--- src/rtl/rv32i_pkg.sv ---
// Shared RV32I fetch definitions: widths, reset/trap vector defaults, fetch FSM states.
// Latency: n/a (types and constants only).
// Backpressure: n/a.
//
// Contents: XLEN, ILEN_BYTES, RESET_VECTOR_DEF, TRAP_VECTOR_DEF, fetch_state_t,
// word_align(). The ST_TRAP state exists only when RV32I_FETCH_MISALIGN_TRAP_EN
// is defined.
package rv32i_pkg;

   localparam int XLEN       = 32;
   localparam int ILEN_BYTES = 4;

   localparam logic [XLEN-1:0] RESET_VECTOR_DEF = 32'h0000_0000;
   localparam logic [XLEN-1:0] TRAP_VECTOR_DEF  = 32'h0000_0100;

   typedef enum logic [1:0] {
      ST_BOOT  = 2'd0,
      ST_FETCH = 2'd1,
      ST_HOLD  = 2'd2
`ifdef RV32I_FETCH_MISALIGN_TRAP_EN
      ,ST_TRAP = 2'd3
`endif
   } fetch_state_t;

   // Clear the byte-offset bits of an address. Masking (instead of
   // concatenation) keeps every input bit referenced.
   function automatic logic [XLEN-1:0] word_align(input logic [XLEN-1:0] a);
      return a & ~XLEN'(ILEN_BYTES - 1);
   endfunction

endpackage

--- src/rtl/rv32i_redirect_buf.sv ---
// Pending-redirect register: remembers a redirect that arrives while a fetch is still outstanding.
// Latency: set/clear visible on pend_valid/pend_target the cycle after the edge.
// Backpressure: none; a newer set overwrites the held target, set wins over clr.
//
// Ports: clk, reset (async, active-high), set + set_target (capture/overwrite),
// clr (drop pending entry), pend_valid / pend_target (held redirect).
module rv32i_redirect_buf
   import rv32i_pkg::*;
(
   input  logic            clk,
   input  logic            reset,
   input  logic            set,
   input  logic [XLEN-1:0] set_target,
   input  logic            clr,
   output logic            pend_valid,
   output logic [XLEN-1:0] pend_target
);

   always_ff @(posedge clk or posedge reset) begin
      if (reset) begin
         pend_valid  <= 1'b0;
         pend_target <= '0;
      end else if (set) begin
         pend_valid  <= 1'b1;
         pend_target <= set_target;
      end else if (clr) begin
         pend_valid  <= 1'b0;
      end
   end

endmodule

--- src/rtl/rv32i_fetch_ctrl.sv ---
// Multicycle RV32I fetch sequencer: drives next_pc, handshakes imem, hands instructions to decode.
// Latency: BOOT 1 cycle; ack in a FETCH cycle -> instr_valid next cycle; best case 1 instr / 2 cycles.
// Backpressure: instr held stable in HOLD until instr_ready & ~stall; imem_req never withdrawn before ack.
//
// Ports: clk, reset (async, active-high), pc / next_pc (external PC register),
// imem_req/imem_addr/imem_ack/imem_rdata (instruction memory), instr/instr_pc/
// instr_valid/instr_ready/stall (decode), redirect_valid/redirect_target (execute),
// fetch_count (accepted instructions), misalign_fault (trap build only).
// Build option: RV32I_FETCH_MISALIGN_TRAP_EN enables the misaligned-redirect trap;
// without it redirect targets are word-aligned by masking.
module rv32i_fetch_ctrl
   import rv32i_pkg::*;
#(
   parameter logic [XLEN-1:0] RESET_VECTOR = RESET_VECTOR_DEF,
   parameter logic [XLEN-1:0] TRAP_VECTOR  = TRAP_VECTOR_DEF
) (
   input  logic            clk,
   input  logic            reset,
   input  logic [XLEN-1:0] pc,
   output logic [XLEN-1:0] next_pc,
   output logic            imem_req,
   output logic [XLEN-1:0] imem_addr,
   input  logic            imem_ack,
   input  logic [XLEN-1:0] imem_rdata,
   output logic [XLEN-1:0] instr,
   output logic [XLEN-1:0] instr_pc,
   output logic            instr_valid,
   input  logic            instr_ready,
   input  logic            stall,
   input  logic            redirect_valid,
   input  logic [XLEN-1:0] redirect_target,
   output logic [XLEN-1:0] fetch_count
`ifdef RV32I_FETCH_MISALIGN_TRAP_EN
   ,
   output logic            misalign_fault
`endif
);

   fetch_state_t    state;
   logic            pend_valid;
   logic [XLEN-1:0] pend_target;
   logic [XLEN-1:0] rd_target;     // redirect target after the alignment policy
   logic            accept;
   logic            apply_redir;   // a live or pending redirect takes effect this cycle
   logic [XLEN-1:0] apply_target;
   logic            take_instr;
   logic            pend_set;
   logic            pend_clr;
`ifdef RV32I_FETCH_MISALIGN_TRAP_EN
   logic            trap_take;
   // Keep raw bits so a misaligned target can be detected when it is applied.
   assign rd_target = redirect_target;
`else
   assign rd_target = word_align(redirect_target);
`endif

   assign imem_addr = pc;
   // instr_valid is only ever high in HOLD, so this is HOLD-qualified already.
   assign accept    = instr_valid & instr_ready & ~stall;

   rv32i_redirect_buf u_redirect_buf (
      .clk         (clk),
      .reset       (reset),
      .set         (pend_set),
      .set_target  (rd_target),
      .clr         (pend_clr),
      .pend_valid  (pend_valid),
      .pend_target (pend_target)
   );

   always_comb begin
      next_pc      = pc;
      apply_redir  = 1'b0;
      apply_target = rd_target;
      take_instr   = 1'b0;
      pend_set     = 1'b0;
      pend_clr     = 1'b0;
      case (state)
         ST_BOOT: next_pc = RESET_VECTOR;
         ST_FETCH: begin
            if (imem_ack) begin
               // The outstanding fetch completes; any pending target is consumed
               // or superseded by a redirect arriving in the same cycle.
               pend_clr = 1'b1;
               if (redirect_valid) begin
                  apply_redir = 1'b1;
               end else if (pend_valid) begin
                  apply_redir  = 1'b1;
                  apply_target = pend_target;
               end else begin
                  take_instr = 1'b1;
               end
            end else if (redirect_valid) begin
               pend_set = 1'b1;
            end
         end
         ST_HOLD: begin
            if (redirect_valid) apply_redir = 1'b1;
            else if (accept)    next_pc = pc + XLEN'(ILEN_BYTES);
         end
`ifdef RV32I_FETCH_MISALIGN_TRAP_EN
         ST_TRAP: next_pc = TRAP_VECTOR;
`endif
         default: next_pc = pc;
      endcase
`ifdef RV32I_FETCH_MISALIGN_TRAP_EN
      trap_take = apply_redir & (apply_target[1:0] != 2'b00);
      if (apply_redir & ~trap_take) next_pc = apply_target;
`else
      if (apply_redir) next_pc = apply_target;
`endif
   end

   always_ff @(posedge clk or posedge reset) begin
      if (reset) begin
         state       <= ST_BOOT;
         imem_req    <= 1'b0;
         instr_valid <= 1'b0;
         instr       <= '0;
         instr_pc    <= '0;
         fetch_count <= '0;
`ifdef RV32I_FETCH_MISALIGN_TRAP_EN
         misalign_fault <= 1'b0;
`endif
      end else begin
`ifdef RV32I_FETCH_MISALIGN_TRAP_EN
         misalign_fault <= trap_take;
`endif
         case (state)
            ST_BOOT: begin
               state    <= ST_FETCH;
               imem_req <= 1'b1;
            end
            ST_FETCH: begin
               if (take_instr) begin
                  instr       <= imem_rdata;
                  instr_pc    <= pc;
                  instr_valid <= 1'b1;
                  imem_req    <= 1'b0;
                  state       <= ST_HOLD;
               end
`ifdef RV32I_FETCH_MISALIGN_TRAP_EN
               else if (trap_take) begin
                  imem_req <= 1'b0;
                  state    <= ST_TRAP;
               end
`endif
            end
            ST_HOLD: begin
               if (apply_redir) begin
                  instr_valid <= 1'b0;
`ifdef RV32I_FETCH_MISALIGN_TRAP_EN
                  if (trap_take) begin
                     state <= ST_TRAP;
                  end else begin
                     imem_req <= 1'b1;
                     state    <= ST_FETCH;
                  end
`else
                  imem_req <= 1'b1;
                  state    <= ST_FETCH;
`endif
               end else if (accept) begin
                  fetch_count <= fetch_count + 1'b1;
                  instr_valid <= 1'b0;
                  imem_req    <= 1'b1;
                  state       <= ST_FETCH;
               end
            end
`ifdef RV32I_FETCH_MISALIGN_TRAP_EN
            ST_TRAP: begin
               imem_req <= 1'b1;
               state    <= ST_FETCH;
            end
`endif
            default: state <= ST_BOOT;
         endcase
      end
   end

endmodule

--- config.mk ---
export PLATFORM = sky130hd
export DESIGN_NAME = rv32i_fetch_ctrl
export DESIGN_NICKNAME = d
export VERILOG_FILES = /design/src/rtl/rv32i_pkg.sv /design/src/rtl/rv32i_redirect_buf.sv /design/src/rtl/rv32i_fetch_ctrl.sv
export SDC_FILE = /design/constraint.sdc
export NUM_CORES = 1
export LEC_CHECK = 0
export BUFFER_PORTS_ARGS = -buffer_cell sky130_fd_sc_hd__buf_2
export CAP_MARGIN = 20
export CELL_PAD_IN_SITES_DETAIL_PLACEMENT = 1
export CELL_PAD_IN_SITES_GLOBAL_PLACEMENT = 1
export CORE_MARGIN = 5
export CORE_UTILIZATION = 36
export DETAILED_ROUTE_END_ITERATION = 8
export PLACE_DENSITY = 0.82
export SKIP_LAST_GASP = 1
export SYNTH_ARGS = -nofsm -noshare
export SYNTH_HDL_FRONTEND = slang
export SYNTH_SLANG_ARGS = --single-unit
--- constraint.sdc ---
create_clock -name clk -period 5.53 [get_ports clk]
set_input_delay 0.8295 -clock clk [delete_from_list [all_inputs] [get_ports clk]]
set_output_delay 0.8295 -clock clk [all_outputs]
set_load 0.01 [all_outputs]
# Word-level counts from Yosys, hierarchy flattened
# Index checks and enable logic that the tools add are counted.
# totals
ff_bits	131
word_cells	62
output_inout_bits	162
# op_classes
reduce_logical	9
n_mux	35
n_eq_ne	4
n_bitwise	4
n_addsub	2
# ops
cell	count
$mux W32	7
$pmux W32 S2	1
$add A32 B1 Y32 const B	1
$add A32 B3 Y32 const B	1
$mux W1	20
$reduce_and A3 Y1	3
$mux W2	3
$pmux W2 S3	1
$pmux W1 S2	2
$reduce_and A2 Y1	2
$reduce_bool A2 Y1	2
$ne A3 B3 Y1 const B	1
$pmux W1 S3	1
$reduce_bool A3 Y1	1
$and A1 B1 Y1	2
$eq A2 B1 Y1 const B	1
$eq A2 B2 Y1 const B	1
$logic_not A2 Y1	1
$ne A2 B2 Y1 const B	1
$not A1 Y1	2

# Depth between registers and ports, before layout
# Gate-level depths: netlist of run 1.
# depth
ltp_word	6
ltp_mapped	10
ltp_nobuf	7

# Cells and area by module
# From an unflattened synthesis of run 1, not the netlist that was laid out.
# hier_totals
hier_cells	628
hier_area_um2	7063.0
# by_module_without_submodules
mod	instances	cells_each	area_per_inst_um2
rv32i_fetch_ctrl	1	556	5681.7
rv32i_redirect_buf	1	72	1381.3

# Worst setup path before layout of run 1
# No wires, ideal clock.
# synth_timing
path_kind	input-to-output
from	input pc[6]
to	output next_pc[30]
arrival_ps	2425
required_time_ps	4701
path_slack_ps	2276
path_stages	6
path_cell_list	buf_2 -> nand4_4 -> nor4_4 -> nand4_1 -> or4_1 -> a32oi_1
# synth_via
elab_chain_len	5
# synth_rtl
item	line	rtl
start: declaration	rv32i_fetch_ctrl.sv:19	input logic [XLEN-1:0] pc,
$add A32 B3 Y32	rv32i_fetch_ctrl.sv:99	else if (accept) next_pc = pc + XLEN'(ILEN_BYTES);
$mux W32	rv32i_fetch_ctrl.sv:99	
$mux W32	rv32i_fetch_ctrl.sv:98	if (redirect_valid) apply_redir = 1'b1;
$pmux W32 S2	rv32i_fetch_ctrl.sv:78	case (state)
$mux W32	rv32i_fetch_ctrl.sv:110	if (apply_redir) next_pc = apply_target;
end: declaration	rv32i_fetch_ctrl.sv:20	output logic [XLEN-1:0] next_pc,
# Every way passes these cells.

# Final worst setup path of run 1
# layout_timing
from	register state[0]
to	output next_pc[31]
# layout_via
elab_chain_len	3
# layout_rtl
item	line	rtl
start: declaration	rv32i_fetch_ctrl.sv:39	fetch_state_t state;
start signal: assignment	rv32i_fetch_ctrl.sv:116	state <= ST_BOOT;
start signal: assignment	rv32i_fetch_ctrl.sv:131	state <= ST_FETCH;
start signal: assignment	rv32i_fetch_ctrl.sv:140	state <= ST_HOLD;
$eq A2 B2 Y1 (tied with other cells)	rv32i_fetch_ctrl.sv:78	
$pmux W32 S2 (tied with other cells)	rv32i_fetch_ctrl.sv:78	
$mux W32 (*)	rv32i_fetch_ctrl.sv:110	
# Mark *: on every way between the ends. The rest lies on a longest branch, timed or not.

==> results of run 1 <==
==> cells by family after synthesis <==
| family | after synthesis |
|---|---|
| AND/OR/NAND/NOR | 420 |
| XOR/XNOR | 31 |
| multiplexers | 41 |
| flip-flops | 131 |
| AO/OA/AOI/OAI | 70 |
| adder cells (fa/ha/maj) | 6 |
| buffers and inverters | 91 |
==> cells in the mapped netlist, drive strengths merged <==
master,n
a211oi,1
a21boi,2
a21oi,11
a311o,3
a311oi,2
a31oi,8
a32oi,1
and2,2
and3,9
and4,2
and4b,2
buf,38
clkbuf,35
dfrtp,131
ha,6
inv,18
mux2,34
mux2i,7
nand2,284
nand2b,3
nand3,34
nand3b,1
nand4,19
nand4b,3
nor2,27
nor2b,1
nor3,16
nor4,8
o2111a,1
o211a,2
o211ai,13
o21a,2
o21ai,12
o22ai,1
o311a,2
o311ai,6
o31a,2
o32a,1
or3,1
or4,8
xnor2,18
xor2,13
==> power by group <==
part | internal, W | switching (W)
Sequential | 0.00131 | 0.000185
Combinational | 0.000684 | 0.00104
Clock | 0.000583 | 0.000481
==> routing by layer <==
| metal | wire (um) | GRT usage |
|---|---|---|
| met1 | 10200 | 0.273 |
| met2 | 11300 | 0.348 |
| met3 | 1690 | 0.0643 |
| met5 | 88 | 0 |
| met4 | 769 | 0.0873 |
==> sequential cells by signal (all words and copies together), names as in the netlist <==
signal and count:
fetch_count 32, imem_req 1, instr 32, instr_pc 32
instr_valid 1, state 2, u_redirect_buf.pend_target 30, u_redirect_buf.pend_valid 1
==> stage by stage <==
stage | total power (W) | worst slack (ps)
6_report | 0.00429 | 1250
5_1_grt | 0.00458 | 1040
4_1_cts | 0.00433 | 1260
3_5_place_dp | 0.00325 | 1560
3_3_place_gp | 0.00316 | 1600
2_1_floorplan | 0.00249 | 1200
==> cells in the final DEF, fill, tap and decap left out, types with 13 or more instances in the layout <==
cell type	instances
buf_2	261
clkbuf_16	17
dfrtp_1	131
inv_1	17
mux2_2	34
nand2_1	284
nand3_1	33
nand4_1	17
nor2_1	26
nor3_1	16
o211ai_1	13
xnor2_1	18
xor2_1	13
==> layout make-up <==
type | instances | area, sq um
Clock buffer | 17 | 425
Multi-Input combinational cell | 568 | 3180
Clock inverter | 15 | 125
Timing Repair Buffer | 269 | 1380
Sequential cell | 131 | 3280
Antenna cell | 5 | 12.5
Inverter | 18 | 72.6
Tap cell | 260 | 325
Fill cell | 2288 | 10000
==> tightest hold or removal path: stages (launching register included) <==
cell     delay [ps]
dfrtp_1         330
nand2_1          50
nand2_1          50
==> worst paths after layout <==
path / slack [ps] / depth (start not counted) / endpoint
hold reg to reg: 470 / 2 / instr_pc[16]
min in group asynchronous: 530 / 2 / fetch_count[20]
hold / removal: 470 / 2 / instr_pc[16]
setup / recovery: 1250 / 8 / next_pc[31]
setup reg to reg: 2660 / 7 / fetch_count[17]
max in group asynchronous: 3750 / 3 / u_redirect_buf.pend_target[23]
==> results.md, run 1 <==
* Worst path required time at 4700 ps
* Post-synth top area cell: dfrtp_1
* Final hold vios at 0
* Fraction of synthesized area in multiplexers at 0.0655
* Max_slew headroom at 0.294
* Via/cell ratio at 5.09
* Inserted Clock Buffers at 17
* Gr ovfl total at 0
* PD cells at 487 mW/mm^2
* Worst setup path start: state[0]
* Initial antenna violation count at 9
* DP Cell Count at 1246
* RePlAce Congestion at 0.823
* Worst Path Max Fanout at 16
* Remaining antenna violation count after routing at 0
* Worst slew pin tran at 1060 ps
* Top cells by area, synth: dfrtp_1 (47%), nand2_1 (15%), mux2_2 (5.5%), buf_4 (3.5%), nand3_1 (2.5%)
* IO Port Bufs at 261
* Design area at 0.00880 sq mm
* Mapped Area at 0.00692 sq mm
* Placed Area at 0.00823 sq mm
* Crit-path cells: inv_1, ha_1, nand4b_2, nor2_2, nand4_1, or4_1, o211ai_1, buf_2
* Nets at 1113
* Finished Core Util at 0.467
* Status: complete, no violations
* Slew Limit Fails at 0
* Clk_lat worst skew at 430 ps
* Initial Util at 0.367
* Post-synthesis xor/xnor area fraction at 0.0392
* VDD IR max at 238 uV
* Hold Path Class: reg2reg
* Root Buffer: clkbuf_16
* # DRC at 0
* Total setup buffers inserted after CTS at 0
* Post-synthesis compound-gate area fraction at 0.0716
* Final period utilization at 0.775
* Startpoint Class: register
* Post-Route WL at 24100 um
* Syn Nets at 898
* Min-delay src: instr_pc[16]
* Fraction of layout cells with a size suffix above 1 at 0.339
* Combinational family with the most area after synthesis: simple AND/OR/NAND/NOR gates
* Ys Warns at 0
* Io pins at 264
* Critical path class: reg2out
* Critical path's slowest cell: nor2_2
* Clock slew at reported path FFs at 60 ps
* Die W at 149 um
* Sequential cell area fraction in the yosys report at 0.474
* Yosys top cell area share at 0.474
* Non-Filler Instances at 1283
* Longest Clk Path Bufs at 2
* Area Overhead vs Synth at 27.1%
* Crit path time final at 4280 ps
* Router iterations before antenna repair at 5
* Die area at 0.0221 sq mm
* Synth Register Bits at 131
* CP Buf/Inv Count at 2
* Max Fclk at 0.233 GHz
* Critical Path Sink Type: primary output
* Synth Area in Adders at 0.0108
* Setup TNS at 0 ps
* CTS tree: built
* Largest net degree at the start of global routing at 76
* First-pass GRT wire length at 37600 um
* Avg Inst Size Synth at 8.76 sq um
* Synth Area in Simple Gates at 0.271
* Core box area at 0.0188 sq mm
* Clock Skew at 14.7 ps
* Reg2Reg Launch Point: state[0]
* WP data arrival at 3450 ps
* Cts hold-fix bufs at 0
* Max capacitance violation total at 0
* RSZ-0062 raised after global routing: false
* Die Height at 149 um
* H-Tree Depth at 4
* Tot GR Track Use at 0.216
* Final setup fails at 0
* Static Leakage at 4.61 nW
* CP max stage delay at 630 ps
* CTS sink cnt at 131
* Hpwl dp at 17900 um
* Distinct cells, synth at 51
* PostCTS Resize Cnt at 0
* Critical path's top delay family: simple AND/OR/NAND/NOR gates
* Hold_ws at 467 ps
* Via count of the first global-routing pass at 6838
* Wire per inst at 18.8 um
* Rows at 50
* Post-synthesis cell count at 790
* DR vias at 6528
* DRT iter0 DRCs at 260
(Power assumes the default switching activity.)
==> run 2, diff against run 1 <==
==> constraint.sdc (replaced) <==
create_clock -name clk -period 4 [get_ports clk]
set_input_delay 0.6 -clock clk [delete_from_list [all_inputs] [get_ports clk]]
set_output_delay 0.6 -clock clk [all_outputs]
set_load 0.01 [all_outputs]
==> run 2 against run 1 <==
Register-to-register slack worse by 1600 ps. Worst hold slack worse by 410 ps. Power is 40% higher. Sequential cell count stayed put. Clock-buffer cell count stayed put. Worst setup slack worse by 960 ps. Global-route usage hardly changed. First-iteration DRC count is 14% higher. Sequential share of layout area is 0.30 points lower. Sequential power is 40% higher. Non-clock buffer count is 4 higher. Critical path type unchanged. Highest routed layer unchanged.
==> results.md, run 2 (synthesis results as in run 1) <==
* Final period utilization at 0.929
* RSZ-0062 raised after global routing: false
* Largest net degree at the start of global routing at 97
* Slew Limit Fails at 0
* Critical path's slowest cell: nor3_1
* Crit-path cells: inv_1, ha_1, nand4b_2, nor3_1, a21oi_1, a311oi_1, a31oi_1, buf_2
* DP Cell Count at 1250
* Clock slew at reported path FFs at 60 ps
* Tot GR Track Use at 0.217
* Max capacitance violation total at 0
* Remaining antenna violation count after routing at 0
* Gr ovfl total at 0
* Die area at 0.0221 sq mm
* Worst Path Max Fanout at 7
* Die W at 149 um
* Reg2Reg Launch Point: state[0]
* Hold Path Class: in2async
* Cts hold-fix bufs at 0
* # DRC at 0
* Inserted Clock Buffers at 17
* Largest regs: fetch_count x32, instr x32, instr_pc x32
* Max_slew headroom at 0.496
* Initial Util at 0.367
* Via/cell ratio at 5.10
* Fraction of layout cells with a size suffix above 1 at 0.341
* DRT iter0 DRCs at 296
* Worst path required time at 3400 ps
* Initial antenna violation count at 12
* Final Power at 0.00602 W
* Critical Path Sink Type: primary output
* CTS sink cnt at 131
* Clk_lat worst skew at 430 ps
* Fillers at 2315
* Router iterations before antenna repair at 4
* Final hold vios at 0
* Most common cell after layout, fill and taps aside: nand2_1
* Post-Route WL at 24000 um
* PostCTS Resize Cnt at 0
* Cell count of the worst reg-to-reg path at 8
* Die Height at 149 um
* Startpoint Class: register
* WP data arrival at 3120 ps
* RePlAce Congestion at 0.820
* Core box area at 0.0188 sq mm
* Hpwl dp at 18200 um
* Area Overhead vs Synth at 28.2%
* First-pass GRT wire length at 37900 um
* Non-Filler Instances at 1287
* VDD IR max at 354 uV
* Nets at 1117
* CP max stage delay at 610 ps
* Max Fclk at 0.269 GHz
* PD cells at 678 mW/mm^2
* Clock Skew at 16.9 ps
* IO Port Bufs at 261
* Commonest non-fill, non-tap cells in the layout: nand2_1 (284), buf_2 (261), dfrtp_1 (131)
* Total setup buffers inserted after CTS at 0
* Setup TNS at 0 ps
* Final setup fails at 0
* Longest Clk Path Bufs at 2
* Io pins at 264
* Worst slew pin tran at 756 ps
* CTS tree: built
* Crit path time final at 3720 ps
* Wire per inst at 18.7 um
* Root Buffer: clkbuf_16
* Critical path class: reg2out
* Via count of the first global-routing pass at 6851
* Static Leakage at 4.65 nW
* Worst setup path start: state[0]
* DR vias at 6566
* Worst R2R Setup Slack at 1070 ps
* Rows at 50
* R2R Path End: fetch_count[19]
* H-Tree Depth at 4
* Status: complete, no violations
run 2: cell count changes in the layout (fill, tap and decap cells not counted), moves of 2 or more:
| cell | change |
|---|---|
| clkinv_2 | +3 |
| buf_4 | +3 |
| bufinv_16 | +2 |
| clkinv_4 | -3 |
run 2: how the worst max path moves through the flow:
stage | to | slack [ps] | depth (start not counted)
floorplan | next_pc[14] | 1200 | 7
global placement | next_pc[31] | 810 | 7
detailed placement | next_pc[31] | 730 | 7
CTS | next_pc[10] | 250 | 8
global route | next_pc[10] | 40 | 8
finish | next_pc[7] | 280 | 8
run 2: final cells by class:
cell class                 count  area (sq um)  share of cell area
antenna                        5          12.5             0.00141
inverter                      18          71.3             0.00804
tap                          260           325              0.0367
clock buffer                  17           425              0.0480
multi-input combinational    568          3180               0.358
sequential                   131          3280               0.370
timing repair buffer         273          1420               0.160
clock inverter                15           155              0.0175
run 2: power by group:
group,total [W],leakage (nW),switching [W],internal (W)
clock,0.00155,0.280,0.000633,0.000921
combinational,0.00238,2.73,0.00143,0.000953
sequential,0.00208,1.64,0.000269,0.00181
run 2: stage by stage:
stage	hold WS, ps	cell area, sq um	utilization	setup WS (ps)
2_1_floorplan	479	6920	-	1200
3_3_place_gp	452	8260	0.438	807
3_5_place_dp	458	8280	0.439	729
4_1_cts	41.9	8860	0.470	252
5_1_grt	41.6	8870	0.471	36.8
6_report	61.3	8870	0.471	285
run 2: routing by layer:
layer | global-route usage | routed length, um | part of all wire
met1 | 0.269 | 9940 | 0.41
met2 | 0.355 | 11500 | 0.48
met3 | 0.0634 | 1690 | 0.070
met4 | 0.0868 | 813 | 0.034
met5 | 0 | 98 | 0.0041
run 2: critical path: cells and delay by family, from the launching register on:
family | cells | cell delay, ps
AND/OR/NAND/NOR | 2 | 900
buffers and inverters | 2 | 310
adder cells (fa/ha/maj) | 1 | 300
flip-flops | 1 | 420
AO/OA/AOI/OAI | 3 | 760
